[config.mk]
export PLATFORM = sky130hd
export DESIGN_NAME = change_dispense_ctrl
export DESIGN_NICKNAME = d
export VERILOG_FILES = /design/src/rtl/change_dispense_ctrl.sv
export SDC_FILE = /design/constraint.sdc
export NUM_CORES = 1
export LEC_CHECK = 0
export ABC_CLOCK_PERIOD_IN_PS = 5300
export CAP_MARGIN = 20
export CORE_ASPECT_RATIO = 1.25
export CORE_MARGIN = 2
export CORE_UTILIZATION = 50
export DETAILED_ROUTE_END_ITERATION = 6
export PLACE_DENSITY = 0.73
export SYNTH_ARGS = -nofsm -noshare
export SYNTH_HDL_FRONTEND = slang
export SYNTH_SLANG_ARGS = --single-unit
[constraint.sdc]
create_clock -name clk -period 5.3 [get_ports clk]
set_clock_uncertainty 0.15 [all_clocks]
set_input_delay 0.795 -clock clk [delete_from_list [all_inputs] [get_ports clk]]
set_output_delay 0.795 -clock clk [all_outputs]
set_load 0.03 [all_outputs]
[src/rtl/change_dispense_ctrl.sv]
// Coin-return sequencer: greedy largest-first coin selection against per-hopper
// inventory, one hopper strobe at a time with programmable pulse/gap timing.
module change_dispense_ctrl #(
    parameter int PULSE_CYCLES = 4,
    parameter int GAP_CYCLES   = 2,
    parameter int INV_INIT     = 15
) (
    input  logic       clk,
    input  logic       reset,
    // Handshake: a request transfers on a rising edge where req_valid and
    // req_ready are both high; req_valid must be held until that edge.
    input  logic       req_valid,
    input  logic [9:0] req_amount,
    output logic       req_ready,
    input  logic       refill,
    output logic       disp_q,
    output logic       disp_d,
    output logic       disp_n,
    output logic       disp_p,
    output logic       busy,
    output logic       done,
    output logic       short,
    output logic [7:0] q_cnt,
    output logic [7:0] d_cnt,
    output logic [7:0] n_cnt,
    output logic [7:0] p_cnt,
    output logic [9:0] total,
    output logic [3:0] inv_empty,
    output logic [2:0] dbg_state
);

    typedef enum logic [2:0] {
        S_IDLE   = 3'd0,
        S_SELECT = 3'd1,
        S_PULSE  = 3'd2,
        S_GAP    = 3'd3,
        S_DONE   = 3'd4
    } state_t;

    localparam int TMAX = (PULSE_CYCLES > GAP_CYCLES) ? PULSE_CYCLES : GAP_CYCLES;
    localparam int TW   = $clog2(TMAX + 1);

    // Denomination index: 0 = quarter, 1 = dime, 2 = nickel, 3 = penny.
    function automatic logic [9:0] coin_value(input logic [1:0] idx);
        case (idx)
            2'd0:    coin_value = 10'd25;
            2'd1:    coin_value = 10'd10;
            2'd2:    coin_value = 10'd5;
            default: coin_value = 10'd1;
        endcase
    endfunction

    state_t        state, state_nxt;
    logic [1:0]    sel, sel_nxt;
    logic [TW-1:0] tmr, tmr_nxt;
    logic [9:0]    amount, amount_nxt;
    logic [9:0]    total_nxt;
    logic          short_nxt;
    logic [7:0]    cnt [4];
    logic [7:0]    cnt_nxt [4];
    logic [7:0]    inv [4];
    logic [7:0]    inv_nxt [4];

    logic [9:0]    rem;
    logic [1:0]    pick;
    logic          pick_ok;

    assign req_ready = ~busy & ~refill;
    assign dbg_state = state;
    assign q_cnt     = cnt[0];
    assign d_cnt     = cnt[1];
    assign n_cnt     = cnt[2];
    assign p_cnt     = cnt[3];

    // Scan smallest to largest so the largest eligible coin wins.
    always_comb begin
        rem     = amount - total;
        pick    = 2'd0;
        pick_ok = 1'b0;
        for (int i = 3; i >= 0; i--) begin
            if (inv[i] != 8'd0 && coin_value(2'(i)) <= rem) begin
                pick    = 2'(i);
                pick_ok = 1'b1;
            end
        end
    end

    always_comb begin
        state_nxt  = state;
        sel_nxt    = sel;
        tmr_nxt    = tmr;
        amount_nxt = amount;
        total_nxt  = total;
        short_nxt  = short;
        cnt_nxt    = cnt;
        inv_nxt    = inv;
        case (state)
            S_IDLE: begin
                if (refill) begin
                    for (int i = 0; i < 4; i++) inv_nxt[i] = 8'(INV_INIT);
                end else if (req_valid) begin
                    amount_nxt = req_amount;
                    total_nxt  = 10'd0;
                    short_nxt  = 1'b0;
                    for (int i = 0; i < 4; i++) cnt_nxt[i] = 8'd0;
                    state_nxt  = S_SELECT;
                end
            end
            S_SELECT: begin
                if (amount[9]) begin
                    short_nxt = 1'b1;
                    state_nxt = S_DONE;
                end else if (rem == 10'd0) begin
                    short_nxt = 1'b0;
                    state_nxt = S_DONE;
                end else if (pick_ok) begin
                    sel_nxt   = pick;
                    tmr_nxt   = '0;
                    state_nxt = S_PULSE;
                end else begin
                    short_nxt = 1'b1;
                    state_nxt = S_DONE;
                end
            end
            S_PULSE: begin
                // Bookkeeping happens on the last strobe cycle of each coin.
                if (tmr == TW'(PULSE_CYCLES - 1)) begin
                    inv_nxt[sel] = (inv[sel] != 8'd0) ? inv[sel] - 8'd1 : 8'd0;
                    cnt_nxt[sel] = cnt[sel] + 8'd1;
                    total_nxt    = total + coin_value(sel);
                    tmr_nxt      = '0;
                    state_nxt    = S_GAP;
                end else begin
                    tmr_nxt = tmr + 1'b1;
                end
            end
            S_GAP: begin
                if (tmr == TW'(GAP_CYCLES - 1)) begin
                    tmr_nxt   = '0;
                    state_nxt = S_SELECT;
                end else begin
                    tmr_nxt = tmr + 1'b1;
                end
            end
            S_DONE: begin
                state_nxt = S_IDLE;
            end
            default: begin
                state_nxt = S_IDLE;
            end
        endcase
    end

    // Strobes, busy, done and inv_empty are registered from next-state values
    // so they line up with the state they describe.
    always_ff @(posedge clk) begin
        if (!reset) begin
            state     <= S_IDLE;
            sel       <= 2'd0;
            tmr       <= '0;
            amount    <= 10'd0;
            total     <= 10'd0;
            short     <= 1'b0;
            busy      <= 1'b0;
            done      <= 1'b0;
            disp_q    <= 1'b0;
            disp_d    <= 1'b0;
            disp_n    <= 1'b0;
            disp_p    <= 1'b0;
            inv_empty <= {4{(INV_INIT == 0)}};
            for (int i = 0; i < 4; i++) begin
                cnt[i] <= 8'd0;
                inv[i] <= 8'(INV_INIT);
            end
        end else begin
            state     <= state_nxt;
            sel       <= sel_nxt;
            tmr       <= tmr_nxt;
            amount    <= amount_nxt;
            total     <= total_nxt;
            short     <= short_nxt;
            busy      <= (state_nxt != S_IDLE);
            done      <= (state_nxt == S_DONE);
            disp_q    <= (state_nxt == S_PULSE) && (sel_nxt == 2'd0);
            disp_d    <= (state_nxt == S_PULSE) && (sel_nxt == 2'd1);
            disp_n    <= (state_nxt == S_PULSE) && (sel_nxt == 2'd2);
            disp_p    <= (state_nxt == S_PULSE) && (sel_nxt == 2'd3);
            inv_empty <= {inv_nxt[0] == 8'd0, inv_nxt[1] == 8'd0,
                          inv_nxt[2] == 8'd0, inv_nxt[3] == 8'd0};
            for (int i = 0; i < 4; i++) begin
                cnt[i] <= cnt_nxt[i];
                inv[i] <= inv_nxt[i];
            end
        end
    end

endmodule

After elaboration in Yosys (flattened, before gate mapping)
Cells that the tools add are included.
- register bits: 103
- input bits: 14
- output and inout bits: 57
- word-level logic and storage cells: 142
- add/sub/neg operators: 5
- magnitude comparators: 6
- eq/ne operators: 19
- mux-type cells: 57
- bitwise gates (word level): 4
- reduce and logical (&&, ||, !) cells: 30
- operator list (kind ; number):
    32-bit two-way mux ; 5
    32-bit one-hot mux with 2 select lines ; 2
    32-bit bitwise mux ; 2
    10-bit two-way mux ; 5
    8-bit two-way mux ; 6
    8-bit nonzero test ; 5
    3-bit two-way mux ; 12
    8-bit binary-select mux with 2-bit select ; 2
    8-bit zero test ; 4
    10-bit one-hot mux with 2 select lines ; 1
    8-bit demux with 2-bit select ; 1
    2-bit two-way mux ; 8
    5-bit one-hot mux with 3 select lines ; 1
    3-bit by 2-bit equality test with 1-bit output (second input constant) ; 4
    2-bit inequality test (second input constant) ; 6
    3-bit one-hot mux with 4 select lines ; 1
    4-bit AND reduction ; 3
    10-bit adder ; 1
    1-bit by 10-bit <= comparator with 1-bit output (first input constant) ; 1
    3-bit by 10-bit <= comparator with 1-bit output (first input constant) ; 1
    4-bit by 10-bit <= comparator with 1-bit output (first input constant) ; 1
    5-bit by 10-bit <= comparator with 1-bit output (first input constant) ; 1
    10-bit zero test ; 1
    10-bit subtractor ; 1
    other kinds (22) ; 46

Longest topological paths before layout
- depth in word-level cells: 13
- mapped depth: 15
- mapped depth without buffers: 12

Worst setup path after synthesis
No wires, ideal clock.
- path kind: flip-flop to flip-flop
- from: register total[0]
- to: register disp_p
- library setup time: 118 ps
- data arrival time: 3106 ps
- required time: 5032 ps
- slack: 1926 ps
- cell stages (with the launch flop): 12
- buffers on the path: 0
- clock period less this slack: 3374 ps
- cell sequence: dfxtp_1 -> ha_1 -> inv_1 -> fa_1 -> a21o_1 -> a221oi_1 -> mux2i_1 -> o2111ai_2 -> o31ai_1 -> and3_1 -> a221o_1 -> and4bb_2
- longest elaborated chain between the ends: 13
- elaborated cells between the ends (all ways): 29
- classes of those cells: add/sub (1); order compare (4); eq/ne (2); mux (16); reduce/logical (6)
- RTL lines (what ; line ; text):
    start, declared ; 27 ; output logic [9:0] total,
    start signal, assigned ; 180 ; total <= total_nxt;
    10-bit subtractor * ; 77 ; rem = amount - total;
    1-bit by 10-bit <= comparator with 1-bit output ; 81 ; if (inv[i] != 8'd0 && coin_value(2'(i)) <= rem) begin
    1-bit logical AND ; 81 ;
    1-bit two-way mux or 2-bit two-way mux (tied branches) (4 in a row) ; 81 ;
    3-bit two-way mux or 2-bit two-way mux (tied branches) ; 116 ; end else if (pick_ok) begin
    3-bit two-way mux or 2-bit two-way mux (tied branches) ; 113 ; end else if (rem == 10'd0) begin
    3-bit two-way mux or 2-bit two-way mux (tied branches) ; 110 ; if (amount[9]) begin
    3-bit one-hot mux with 4 select lines or 2-bit two-way mux (tied branches) ; 97 ; case (state)
    3-bit by 2-bit equality test with 1-bit output or 2-bit equality test (tied branches) ; 187 ; disp_p <= (state_nxt == S_PULSE) && (sel_nxt == 2'd3);
    1-bit logical AND * ; 187 ;
    end signal, assigned ; 187 ;
    end, declared ; 19 ; output logic disp_p,
Every way passes the cells marked *; elsewhere a longest branch is shown, timed or not.
A chain may end at the register's enable or synchronous reset.

Final worst setup path
- from: register total[6]
- to: register disp_d
- longest elaborated chain between the ends: 13
- elaborated cells between the ends (all ways): 29
- classes of those cells: add/sub (1); order compare (4); eq/ne (2); mux (16); reduce/logical (6)
- RTL lines (what ; line ; text):
    10-bit subtractor * ; 77 ;
    1-bit by 10-bit <= comparator with 1-bit output ; 81 ;
    1-bit logical AND ; 81 ;
    1-bit two-way mux or 2-bit two-way mux (tied branches) (4 in a row) ; 81 ;
    3-bit two-way mux or 2-bit two-way mux (tied branches) ; 116 ;
    3-bit two-way mux or 2-bit two-way mux (tied branches) ; 113 ;
    3-bit two-way mux or 2-bit two-way mux (tied branches) ; 110 ;
    3-bit one-hot mux with 4 select lines or 2-bit two-way mux (tied branches) ; 97 ;
    3-bit by 2-bit equality test with 1-bit output or 2-bit by 1-bit equality test with 1-bit output (tied branches) ; 185 ; disp_d <= (state_nxt == S_PULSE) && (sel_nxt == 2'd1);
    1-bit logical AND * ; 185 ;
    end signal, assigned ; 185 ;
    end, declared ; 17 ; output logic disp_d,
Marked as above.

==> run_summary.xml <==
<?xml version="1.0" encoding="UTF-8"?>
<metrics>
  <group name="grt">
    <metric name="grt_max_degree" unit="">43</metric>
    <metric name="grt_overflow_total" unit="">0</metric>
    <metric name="number_of_antenna_violations_at_the_first_check_in_global_routing" unit="">0</metric>
    <metric name="grtUsageTotal" unit="%">26.1</metric>
    <metric name="grt_first_pass_wirelength" unit="µm">24800</metric>
    <metric name="via_count_of_the_first_global_routing_pass" unit="">4957</metric>
  </group>
  <group name="worst_setup_path">
    <metric name="start_kind" unit="">flop</metric>
    <metric name="arrival" unit="ns">3.73</metric>
    <metric name="critical_path.endpoint_type" unit="">flop</metric>
    <metric name="cp_data_required_time" unit="ns">5.40</metric>
    <metric name="worstSetupPathType" unit="">flop to flop</metric>
    <metric name="r2r.worst_path.cells" unit="">10</metric>
    <metric name="regToRegStartpoint" unit="">total[6]$_SDFFE_PN0P_</metric>
    <metric name="regToRegEndpoint" unit="">disp_d$_SDFF_PN0_</metric>
    <metric name="ff_to_ff_setup_slack" unit="ns">1.68</metric>
    <metric name="crit_fanout" unit="">7</metric>
  </group>
  <group name="power_and_ir_drop">
    <metric name="total_chip_power" unit="mW">1.66</metric>
    <metric name="power.switching" unit="µW">456</metric>
    <metric name="power_frac_seq" unit="%">47.7</metric>
    <metric name="pwr-share-comb" unit="%">13.8</metric>
    <metric name="total_leakage_power" unit="nW">2.38</metric>
    <metric name="internal_power" unit="mW">1.21</metric>
    <metric name="swShare" unit="%">27.4</metric>
    <metric name="power_density_cells" unit="nW/µm²">252</metric>
    <metric name="vdd.ir_drop.worst" unit="µV">161</metric>
    <metric name="share_clk_of_total_power" unit="%">38.5</metric>
  </group>
  <group name="detailed_routing">
    <metric name="drt-wirelength-per-cell" unit="µm">18.5</metric>
    <metric name="drt-pass1-iter-count" unit="">5</metric>
    <metric name="via_count" unit="">5144</metric>
    <metric name="drt_wl_total" unit="µm">15500</metric>
    <metric name="via_per_inst" unit="">6.15</metric>
    <metric name="drtAntennaViolNets" unit="">0</metric>
    <metric name="detail_route.drc_violations" unit="">0</metric>
    <metric name="drt_iter0_markers" unit="">363</metric>
  </group>
  <group name="logic_synthesis">
    <metric name="synth_enable_flop_cells" unit="">0</metric>
    <metric name="synthDistinctLibCells" unit="">67</metric>
    <metric name="synth-async-reset-ratio" unit="%">0</metric>
    <metric name="number_of_warning_messages_in_the_yosys_log" unit="">0</metric>
    <metric name="seq_cells_post_synth" unit="">103</metric>
    <metric name="postSynthAreaPerCell" unit="µm²">8.59</metric>
    <metric name="ys.flop_type" unit="">sky130_fd_sc_hd__dfxtp_1</metric>
    <metric name="synth.cell_area" unit="µm²">5510</metric>
    <metric name="syn-instance-count" unit="">641</metric>
    <metric name="seq_area_frac_synth" unit="%">37.5</metric>
    <metric name="synth_fp_nets" unit="">679</metric>
  </group>
  <group name="cells_and_area">
    <metric name="number_of_nets_in_the_layout" unit="">738</metric>
    <metric name="mostFrequentLayoutCells" unit="">sky130_fd_sc_hd__dfxtp_1, sky130_fd_sc_hd__nor2_1, sky130_fd_sc_hd__nand2_1</metric>
    <metric name="area_growth_synth_to_finish" unit="%">19.6</metric>
    <metric name="final_core_util" unit="%">61.7</metric>
    <metric name="fillers" unit="">948</metric>
    <metric name="finalInstanceArea" unit="µm²">6580</metric>
    <metric name="final_common_cell" unit="">sky130_fd_sc_hd__dfxtp_1</metric>
    <metric name="drive_above_1_share" unit="%">7.80</metric>
    <metric name="finalNonFillerCells" unit="">837</metric>
    <metric name="final_antenna_diode_count" unit="">0</metric>
  </group>
  <group name="clock_tree">
    <metric name="clock_latency_late_sink" unit="ns">0.35</metric>
    <metric name="post-cts-setup-buffers" unit="">0</metric>
    <metric name="clock_path_buffers" unit="">2</metric>
    <metric name="cts_max_level" unit="">3</metric>
    <metric name="cts.sinks" unit="">103</metric>
    <metric name="cts_root_buf" unit="">sky130_fd_sc_hd__clkbuf_16</metric>
    <metric name="cts_tree" unit="">built</metric>
    <metric name="cts.reportedPaths.clkPinSlew" unit="ns">0.07</metric>
    <metric name="numCtsBuffers" unit="">9</metric>
    <metric name="postCtsResizedCells" unit="">0</metric>
    <metric name="cts-hold-fix-buffers" unit="">0</metric>
  </group>
  <group name="sta">
    <metric name="fin_worst_hold_slack" unit="ns">0.307</metric>
    <metric name="drv_slew" unit="">0</metric>
    <metric name="fin_ws" unit="ns">1.68</metric>
    <metric name="report.final.setup_viol" unit="">0</metric>
    <metric name="slew_headroom" unit="%">32.1</metric>
    <metric name="tightestPinTransition" unit="ns">1.01</metric>
    <metric name="setup-tns-final" unit="ns">0</metric>
    <metric name="finalHoldViolations" unit="">0</metric>
    <metric name="post-route-period-util" unit="%">68.3</metric>
    <metric name="final.min_clock_period" unit="ns">3.62</metric>
    <metric name="grt_setup_unrepaired" unit="">false</metric>
    <metric name="max_freq" unit="MHz">276</metric>
  </group>
  <group name="floorplanning">
    <metric name="die-height" unit="µm">121</metric>
    <metric name="ioPinCount" unit="">71</metric>
    <metric name="num_rows" unit="">42</metric>
    <metric name="core_footprint" unit="µm²">10700</metric>
    <metric name="die_area" unit="µm²">11900</metric>
    <metric name="start_util" unit="%">51.6</metric>
    <metric name="die_x" unit="µm">97.9</metric>
  </group>
  <group name="flow_run">
    <metric name="number_of_maximum_capacitance_constraint_violations" unit="">0</metric>
  </group>
  <group name="hold_path">
    <metric name="hold_depth" unit="">2</metric>
    <metric name="timing.hold.worst.start" unit="">amount[0]$_SDFFE_PN0P_</metric>
    <metric name="min_path_type" unit="">flop to flop</metric>
    <metric name="worst_hold_path.endpoint" unit="">amount[0]$_SDFFE_PN0P_</metric>
  </group>
  <group name="placed_design">
    <metric name="dp.cells" unit="">821</metric>
    <metric name="dp_hpwl" unit="µm">11300</metric>
    <metric name="globalplace.congestion" unit="">0.936</metric>
    <metric name="port_buffers" unit="">70</metric>
    <metric name="postPlaceCellArea" unit="µm²">6300</metric>
    <metric name="detailedPlace.worstSlack" unit="ns">1.79</metric>
  </group>
  <group name="outcome">
    <metric name="status" unit="">complete, no violations</metric>
  </group>
</metrics>
==> cell type report <==
type	instances	area [µm²]	share of cell area (%)
Inverter	25	93.8	1.43
Clock buffer	11	243	3.69
Clock inverter	5	40.0	0.608
Timing Repair Buffer	77	753	11.4
Multi-Input combinational cell	484	3230	49.0
Tap cell	132	165	2.51
Sequential cell	103	2060	31.3
==> registers in the layout, summed over array words and instances, names as in the netlist, 2 cells and up <==
name	count
inv	32
amount	10
total	10
d_cnt	8
n_cnt	8
p_cnt	8
q_cnt	8
inv_empty	4
dbg_state	3
tmr	3
sel	2
==> worst max-delay path, cell delays in order, from the launching register on <==
cell,delay [ns]
sky130_fd_sc_hd__dfxtp_1,0.39
sky130_fd_sc_hd__inv_1,0.08
sky130_fd_sc_hd__ha_1,0.37
sky130_fd_sc_hd__a21oi_2,0.32
sky130_fd_sc_hd__o21ai_0,0.16
sky130_fd_sc_hd__or2_2,0.30
sky130_fd_sc_hd__o2111ai_2,0.34
sky130_fd_sc_hd__o22ai_1,0.16
sky130_fd_sc_hd__a2111oi_0,0.61
sky130_fd_sc_hd__a2bb2oi_1,0.38
sky130_fd_sc_hd__nor4b_1,0.27
==> how the worst max path moves through the flow <==
stage                                  startpoint                 endpoint  slack [ns]
after floorplan             total[0]$_SDFFE_PN0P_        disp_p$_SDFF_PN0_        1.93
after global placement    dbg_state[0]$_SDFF_PN0_  inv_empty[2]$_SDFF_PN0_        1.91
after detailed placement    total[0]$_SDFFE_PN0P_       short$_SDFFE_PN0P_        1.79
after CTS                   total[0]$_SDFFE_PN0P_       short$_SDFFE_PN0P_        1.76
after global routing        total[0]$_SDFFE_PN0P_       short$_SDFFE_PN0P_        1.46
final                       total[6]$_SDFFE_PN0P_        disp_d$_SDFF_PN0_        1.68
==> power groups by stage <==
stage / combinational, mW / sequential [mW] / clock (mW)
floorplan: 0.166 / 0.811 / 0
global placement: 0.221 / 0.810 / 0
detailed placement: 0.226 / 0.811 / 0
CTS: 0.227 / 0.793 / 0.649
global route: 0.249 / 0.794 / 0.679
finish: 0.229 / 0.793 / 0.640
==> logic make-up (layout without fill, tap and decap cells) <==
group | Yosys count | count (layout) | synth area share (%)
mux | 17 | 17 | 6.73
flops | 103 | 103 | 37.5
xor+xnor | 25 | 25 | 3.98
fa+ha+maj | 24 | 24 | 5.73
simple gates | 256 | 256 | 21.6
buf+inv | 54 | 118 | 4.05
compound gates | 162 | 162 | 20.5
==> cell usage after synthesis, types with 3 or more instances <==
cell type | n | share of area [%]
sky130_fd_sc_hd__xor2_1 | 13 | 2.1
sky130_fd_sc_hd__and2_1 | 15 | 1.7
sky130_fd_sc_hd__inv_1 | 24 | 1.6
sky130_fd_sc_hd__o31ai_1 | 4 | 0.55
sky130_fd_sc_hd__mux4_2 | 16 | 6.5
sky130_fd_sc_hd__clkbuf_1 | 21 | 1.4
sky130_fd_sc_hd__o211ai_1 | 6 | 0.82
sky130_fd_sc_hd__o22ai_1 | 12 | 1.4
sky130_fd_sc_hd__nor3_1 | 11 | 1.0
sky130_fd_sc_hd__a21o_1 | 4 | 0.55
sky130_fd_sc_hd__nand3_1 | 18 | 1.6
sky130_fd_sc_hd__a21oi_1 | 44 | 4.0
sky130_fd_sc_hd__or3_1 | 4 | 0.45
sky130_fd_sc_hd__nor2b_1 | 5 | 0.57
sky130_fd_sc_hd__o21ai_0 | 17 | 1.5
sky130_fd_sc_hd__nor4_1 | 9 | 1.0
sky130_fd_sc_hd__buf_2 | 4 | 0.36
sky130_fd_sc_hd__xnor2_1 | 12 | 1.9
sky130_fd_sc_hd__nor2_1 | 91 | 6.2
sky130_fd_sc_hd__and3_1 | 3 | 0.34
sky130_fd_sc_hd__ha_1 | 22 | 5.0
sky130_fd_sc_hd__nand2b_1 | 7 | 0.80
sky130_fd_sc_hd__a2111oi_0 | 3 | 0.48
sky130_fd_sc_hd__a211oi_1 | 6 | 0.82
sky130_fd_sc_hd__dfxtp_1 | 103 | 37
sky130_fd_sc_hd__o21a_1 | 5 | 0.68
sky130_fd_sc_hd__nand2_1 | 76 | 5.2
sky130_fd_sc_hd__a22oi_1 | 32 | 4.4
sky130_fd_sc_hd__a22o_1 | 6 | 0.95
==> per-layer routing <==
layer | part of all wire, % | GRT usage, %
met1 | 41 | 31.6
met2 | 50 | 44.9
met3 | 6.3 | 6.11
met4 | 2.6 | 9.90
met5 | 0 | 0
Note: power is estimated with default switching activity, not from simulation.
